===== src/rtl/dp_tap_ctrl_pkg.sv =====
// Shared TAP definitions: 1149.1 state encoding, IR width and the
// instruction codes understood by dp_ir_dec.
package dp_tap_ctrl_pkg;

  localparam int TAP_IR_W = 5;

  localparam logic [TAP_IR_W-1:0] IR_IDCODE = 5'h01;
  localparam logic [TAP_IR_W-1:0] IR_DTMCS  = 5'h10;
  localparam logic [TAP_IR_W-1:0] IR_DMI    = 5'h11;
  localparam logic [TAP_IR_W-1:0] IR_BYPASS = 5'h1F;

  // Codes follow the 1149.1 recommended state assignment.
  typedef enum logic [3:0] {
    TAP_EXIT2_DR  = 4'h0,
    TAP_EXIT1_DR  = 4'h1,
    TAP_SHIFT_DR  = 4'h2,
    TAP_PAUSE_DR  = 4'h3,
    TAP_SEL_IR    = 4'h4,
    TAP_UPD_DR    = 4'h5,
    TAP_CAP_DR    = 4'h6,
    TAP_SEL_DR    = 4'h7,
    TAP_EXIT2_IR  = 4'h8,
    TAP_EXIT1_IR  = 4'h9,
    TAP_SHIFT_IR  = 4'hA,
    TAP_PAUSE_IR  = 4'hB,
    TAP_RTI       = 4'hC,
    TAP_UPD_IR    = 4'hD,
    TAP_CAP_IR    = 4'hE,
    TAP_TLR       = 4'hF
  } tap_state_e;

  function automatic tap_state_e tap_next(input tap_state_e s, input logic tms);
    tap_state_e n;
    n = TAP_TLR;
    unique case (s)
      TAP_TLR:      n = tms ? TAP_TLR      : TAP_RTI;
      TAP_RTI:      n = tms ? TAP_SEL_DR   : TAP_RTI;
      TAP_SEL_DR:   n = tms ? TAP_SEL_IR   : TAP_CAP_DR;
      TAP_SEL_IR:   n = tms ? TAP_TLR      : TAP_CAP_IR;
      TAP_CAP_DR:   n = tms ? TAP_EXIT1_DR : TAP_SHIFT_DR;
      TAP_SHIFT_DR: n = tms ? TAP_EXIT1_DR : TAP_SHIFT_DR;
      TAP_EXIT1_DR: n = tms ? TAP_UPD_DR   : TAP_PAUSE_DR;
      TAP_PAUSE_DR: n = tms ? TAP_EXIT2_DR : TAP_PAUSE_DR;
      TAP_EXIT2_DR: n = tms ? TAP_UPD_DR   : TAP_SHIFT_DR;
      TAP_UPD_DR:   n = tms ? TAP_SEL_DR   : TAP_RTI;
      TAP_CAP_IR:   n = tms ? TAP_EXIT1_IR : TAP_SHIFT_IR;
      TAP_SHIFT_IR: n = tms ? TAP_EXIT1_IR : TAP_SHIFT_IR;
      TAP_EXIT1_IR: n = tms ? TAP_UPD_IR   : TAP_PAUSE_IR;
      TAP_PAUSE_IR: n = tms ? TAP_EXIT2_IR : TAP_PAUSE_IR;
      TAP_EXIT2_IR: n = tms ? TAP_UPD_IR   : TAP_SHIFT_IR;
      TAP_UPD_IR:   n = tms ? TAP_SEL_DR   : TAP_RTI;
      default:      n = TAP_TLR;
    endcase
    return n;
  endfunction

endpackage


===== src/rtl/dp_tap_fsm.sv =====
// 1149.1 TAP state register with registered Moore strobes for the DR owners.
module dp_tap_fsm
  import dp_tap_ctrl_pkg::*;
(
  input  logic       tck_i,
  input  logic       trst_i,
  input  logic       tms_i,
  output tap_state_e state_o,
  output logic       tlr_o,
  output logic       capture_dr_o,
  output logic       shift_dr_o,
  output logic       update_dr_o
);

  tap_state_e state_q;
  tap_state_e state_d;
  logic       tlr_q;
  logic       capture_dr_q;
  logic       shift_dr_q;
  logic       update_dr_q;

  always_comb begin
    state_d = tap_next(state_q, tms_i);
  end

  // Strobes are registered from the next state so they always equal a
  // decode of state_q, without a combinational path to the outputs.
  always_ff @(posedge tck_i or posedge trst_i) begin
    if (trst_i) begin
      state_q      <= TAP_TLR;
      tlr_q        <= 1'b1;
      capture_dr_q <= 1'b0;
      shift_dr_q   <= 1'b0;
      update_dr_q  <= 1'b0;
    end else begin
      state_q      <= state_d;
      tlr_q        <= (state_d == TAP_TLR);
      capture_dr_q <= (state_d == TAP_CAP_DR);
      shift_dr_q   <= (state_d == TAP_SHIFT_DR);
      update_dr_q  <= (state_d == TAP_UPD_DR);
    end
  end

  assign state_o      = state_q;
  assign tlr_o        = tlr_q;
  assign capture_dr_o = capture_dr_q;
  assign shift_dr_o   = shift_dr_q;
  assign update_dr_o  = update_dr_q;

endmodule


===== src/rtl/dp_tap_ctrl.sv =====
// Debug-port TAP controller: state machine, instruction register path and
// the registered tdo mux between IR and the selected DR.
module dp_tap_ctrl
  import dp_tap_ctrl_pkg::*;
#(
  parameter int                IR_W       = TAP_IR_W,
  parameter logic [IR_W-1:0]   IR_RESET   = IR_IDCODE,
  parameter logic [IR_W-1:0]   IR_CAPTURE = 5'b00001
) (
  input  logic            tck,
  input  logic            trst,
  input  logic            tms,
  input  logic            tdi,
  input  logic            dr_tdo,
  output logic            tdo,
  output logic            tdo_oe,
  output logic [IR_W-1:0] ir_out,
  output logic [3:0]      tap_state,
  output logic            tlr,
  output logic            capture_dr,
  output logic            shift_dr,
  output logic            update_dr
);

  tap_state_e      state;
  logic [IR_W-1:0] ir_sh_q;
  logic [IR_W-1:0] ir_out_q;
  logic            tdo_q;
  logic            tdo_oe_q;

  dp_tap_fsm u_fsm (
    .tck_i        (tck),
    .trst_i       (trst),
    .tms_i        (tms),
    .state_o      (state),
    .tlr_o        (tlr),
    .capture_dr_o (capture_dr),
    .shift_dr_o   (shift_dr),
    .update_dr_o  (update_dr)
  );

  // ir_out only moves in Update-IR or Test-Logic-Reset, so a DR scan
  // (including Pause/Exit loops) always sees a stable instruction.
  always_ff @(posedge tck or posedge trst) begin
    if (trst) begin
      ir_sh_q  <= IR_RESET;
      ir_out_q <= IR_RESET;
    end else begin
      unique case (state)
        TAP_CAP_IR:   ir_sh_q  <= IR_CAPTURE;
        TAP_SHIFT_IR: ir_sh_q  <= {tdi, ir_sh_q[IR_W-1:1]};
        TAP_UPD_IR:   ir_out_q <= ir_sh_q;
        TAP_TLR:      ir_out_q <= IR_RESET;
        default: ;
      endcase
    end
  end

  // tdo lags the shifted bit by one tck; it holds its last value when idle.
  always_ff @(posedge tck or posedge trst) begin
    if (trst) begin
      tdo_q    <= 1'b0;
      tdo_oe_q <= 1'b0;
    end else if (state == TAP_SHIFT_IR) begin
      tdo_q    <= ir_sh_q[0];
      tdo_oe_q <= 1'b1;
    end else if (state == TAP_SHIFT_DR) begin
      tdo_q    <= dr_tdo;
      tdo_oe_q <= 1'b1;
    end else begin
      tdo_oe_q <= 1'b0;
    end
  end

  assign tdo       = tdo_q;
  assign tdo_oe    = tdo_oe_q;
  assign ir_out    = ir_out_q;
  assign tap_state = state;

endmodule


===== config.mk =====
export PLATFORM = sky130hd
export DESIGN_NAME = dp_tap_ctrl
export DESIGN_NICKNAME = d
export VERILOG_FILES = /design/src/rtl/dp_tap_ctrl_pkg.sv /design/src/rtl/dp_tap_fsm.sv /design/src/rtl/dp_tap_ctrl.sv
export SDC_FILE = /design/constraint.sdc
export NUM_CORES = 1
export LEC_CHECK = 0
export CORE_ASPECT_RATIO = 1.2
export CORE_MARGIN = 2
export CORE_UTILIZATION = 48
export DETAILED_ROUTE_END_ITERATION = 10
export PLACE_DENSITY = 0.77
export REMOVE_ABC_BUFFERS = 1
export SLEW_MARGIN = 20
export SYNTH_ARGS = -nofsm -noshare
export SYNTH_HDL_FRONTEND = slang
export SYNTH_SLANG_ARGS = --single-unit

===== constraint.sdc =====
create_clock -name tck -period 1.84 [get_ports tck]
set_clock_uncertainty 0.2 [all_clocks]
set_input_delay 0.368 -clock tck [delete_from_list [all_inputs] [get_ports tck]]
set_output_delay 0.368 -clock tck [all_outputs]
set_load 0.01 [all_outputs]

==> flow_metrics.py <==
metrics = {
    "synth": {
        "ys_async_sr_fraction": 1.00,
        "ys_warn_count": 0,
        "synth_flop_cell": "dfrtp_1",
        "netlist_instances": 86,
        "synth_top_cell_by_area": "dfrtp_1",
        "synthTopCellsByArea": "dfrtp_1 37%, dfstp_2 21%, nand2b_1 7.1%, nand2_1 6.8%, o21ai_0 3.4%",
        "yosys.area.top_type_share": 0.369,
        "avgSynthCellArea_um2": 10.3,
        "synthTopCellsByCount": "16 x nand2_1, 13 x dfrtp_1, 10 x nand2b_1, 7 x dfstp_2",
        "yosys.cell_types.count": 23,
        "synth_seq_cells": 20,
        "synth_edf_count": 0,
        "yosysMostFrequentCell": "nand2_1",
        "seq_area_frac_synth": 0.577,
        "synth_area_um2": 882,
    },
    "place": {
        "hpwl_um": 1100,
        "dp_cells": 125,
        "pre_cts_slack_ns": -0.00681,
        "port-buffer-count": 19,
        "gp_congestion": 0.822,
    },
    "floorplanning": {
        "die-width_um": 43.1,
        "die_y_um": 51.0,
        "rows": 17,
        "start_util": 0.494,
        "dieArea_um2": 2200,
        "io_pins": 20,
        "fp.coreArea_um2": 1790,
    },
    "final_layout": {
        "multi_input_area_um2": 337,
        "layout.nets": 117,
        "drive_above_1_share": 0.207,
        "post-route-util": 0.639,
        "area_delta_synth_final_pct": 29.4,
        "fin_cells": 130,
        "insertedDiodeCount": 0,
        "fillers": 151,
        "seqCellArea_um2": 509,
    },
    "status": {
        "status": "finished clean",
    },
    "critical_path": {
        "crit_path_cell_trace": "clkdlybuf4s50_1",
        "crit_required_ns": 1.27,
        "crit_path_start_kind": "flop",
        "crit_family": "buffers and inverters",
        "critPathMaxFanout": 2,
        "critPathCaptureType": "primary output",
        "max_stage_delay_ns": 0.54,
        "crit_buf_inv": 1,
        "worstSetupPathType": "reg2out",
        "crit_arrival_ns": 1.19,
        "cpMaxStageDelayCell": "clkdlybuf4s50_1",
    },
    "drt": {
        "wl_um": 1500,
        "viasPerCell": 5.12,
        "dr.pass1.iters": 2,
        "avgRoutedWirePerCell_um": 11.5,
        "drtIter0Drc": 3,
        "detail-route-antenna-nets": 0,
        "vias": 665,
        "drc": 0,
    },
    "cts": {
        "cts.sinks": 20,
        "cts_tree": "done",
        "clk_latency_ns": 0.29,
        "cts_buffer_depth": 2,
        "cts_made_buffers": 3,
        "cts_root_buffer": "clkbuf_4",
        "cts.htree.levels": 1,
        "clk_pin_slew_worst_paths_ns": 0.11,
    },
    "timing": {
        "fin_crit_sh": 0.954,
        "fmax_mhz": 570,
        "final_max_slew_viol_count": 0,
        "finalHoldViolations": 0,
        "worst_pin_slew_ns": 0.338,
        "finalWorstSetupSlack_ns": 0.0848,
        "finalSetupViolCount": 0,
        "rsz0062_at_grt": "false",
        "min_period_ns": 1.76,
        "relSlewSlack": 0.774,
    },
    "hold_path": {
        "hp-class": "in2async",
    },
    "global_routing": {
        "grt_pass1_wl_um": 2520,
        "antenna_found_initial": 0,
        "grt.total_usage": 0.154,
        "grt_pass1_vias": 620,
        "grt_max_degree": 21,
        "grt_overflow": 0,
    },
    "power_and_ir_drop": {
        "irDropWorstVdd_v": 0.000920,
        "leakagePower_uw": 0.000500,
        "powerDensity_nw_per_um2": 1620,
    },
    "job": {
        "maxCapViolations": 0,
    },
}
==> report_power, final <==
part / leakage (µW) / switching (µW) / internal [µW] / total [µW]
registers: 0.000249 / 80.7 / 645 / 725
logic: 0.000230 / 458 / 415 / 874
clock network: 0.0000210 / 126 / 120 / 246
==> registers in the layout, indices dropped and copies added (netlist names) <==
register and cells:
tdo_oe 1, tdo 1, ir_out 5, u_fsm.update_dr_o 1, u_fsm.tlr_o 1, ir_sh_q 5, u_fsm.state_o 4, u_fsm.capture_dr_o 1
u_fsm.shift_dr_o 1
==> worst paths after layout <==
path / start / to / slack [ns] / cells past startpoint
hold reg to reg: ir_out[0]$_DFFE_PP1P_ / ir_out[0]$_DFFE_PP1P_ / 0.27 / 2
setup reg to reg: u_fsm.state_o[2]$_DFF_PP1_ / u_fsm.shift_dr_o$_DFF_PP0_ / 0.16 / 6
hold / removal: trst / u_fsm.update_dr_o$_DFF_PP0_ / 0.18 / 3
max in group asynchronous: trst / u_fsm.state_o[0]$_DFF_PP1_ / 0.99 / 3
min in group tck: ir_out[0]$_DFFE_PP1P_ / ir_out[0]$_DFFE_PP1P_ / 0.27 / 2
setup / recovery: ir_out[3]$_DFFE_PP0P_ / ir_out[3] / 0.08 / 1
==> stage by stage <==
stage	TNS, ns	hold slack (ns)	instance area [µm²]	total power [µW]
after CTS	0	0.185	1140	1870
after global placement	0	0.249	1100	1620
after floorplan	0	0.127	853	1240
after detailed placement	-0.00681	0.256	1100	1640
final	0	0.184	1140	1840
after global routing	0	0.205	1140	1980
==> timing repair <==
action / CTS / global route
pin swaps: 0 / 1
buffers inserted: 1 / 0
endpoints found under the setup margin: 6 / 1
gates resized for setup: 6 / 0
hold buffers: 0 / 0
==> cell families after synthesis <==
group           share of synthesized area
simple gates                        0.223
compound gates                      0.135
flops                               0.577
buf+inv                            0.0411
mux                                0.0241
==> cell usage in the layout (no fill, tap or decap), types with 3 or more instances in the layout <==
cell type        netlist  layout
a21oi_1                4       4
o21ai_0                6       6
o21ai_1                6       6
clkdlybuf4s50_1        0      13
nand2b_1              10      10
dlygate4sd2_1          0       6
nand2_1               16      16
dfstp_2                7       7
clkbuf_4               0       3
dfrtp_1               13      13
buf_4                  1       6
nor2_1                 5       5
==> final cells by class <==
cell class,instances,share of cell area
Inverter,2,0.00658
Multi-Input combinational cell,60,0.295
Timing Repair Buffer,25,0.200
Clock buffer,4,0.0318
Sequential cell,20,0.446
Tap cell,19,0.0208
==> worst register-to-register path, cell delays in order (launching register included) <==
cell and delay, ns:
dfstp_2 0.54, buf_4 0.13, buf_4 0.15, nand2_1 0.08, a21oi_2 0.12, a21oi_2 0.06, a2111oi_2 0.30
==> per-layer routing <==
metal | track usage | share of wire | up-vias
met4 | 0.111 | 0.030 | 0
met2 | 0.251 | 0.47 | 15
met5 | 0 | 0 | -
li1 | - | - | 342
met3 | 0.0177 | 0.035 | 4
met1 | 0.186 | 0.46 | 304
Power figures use the tool's default switching activity.
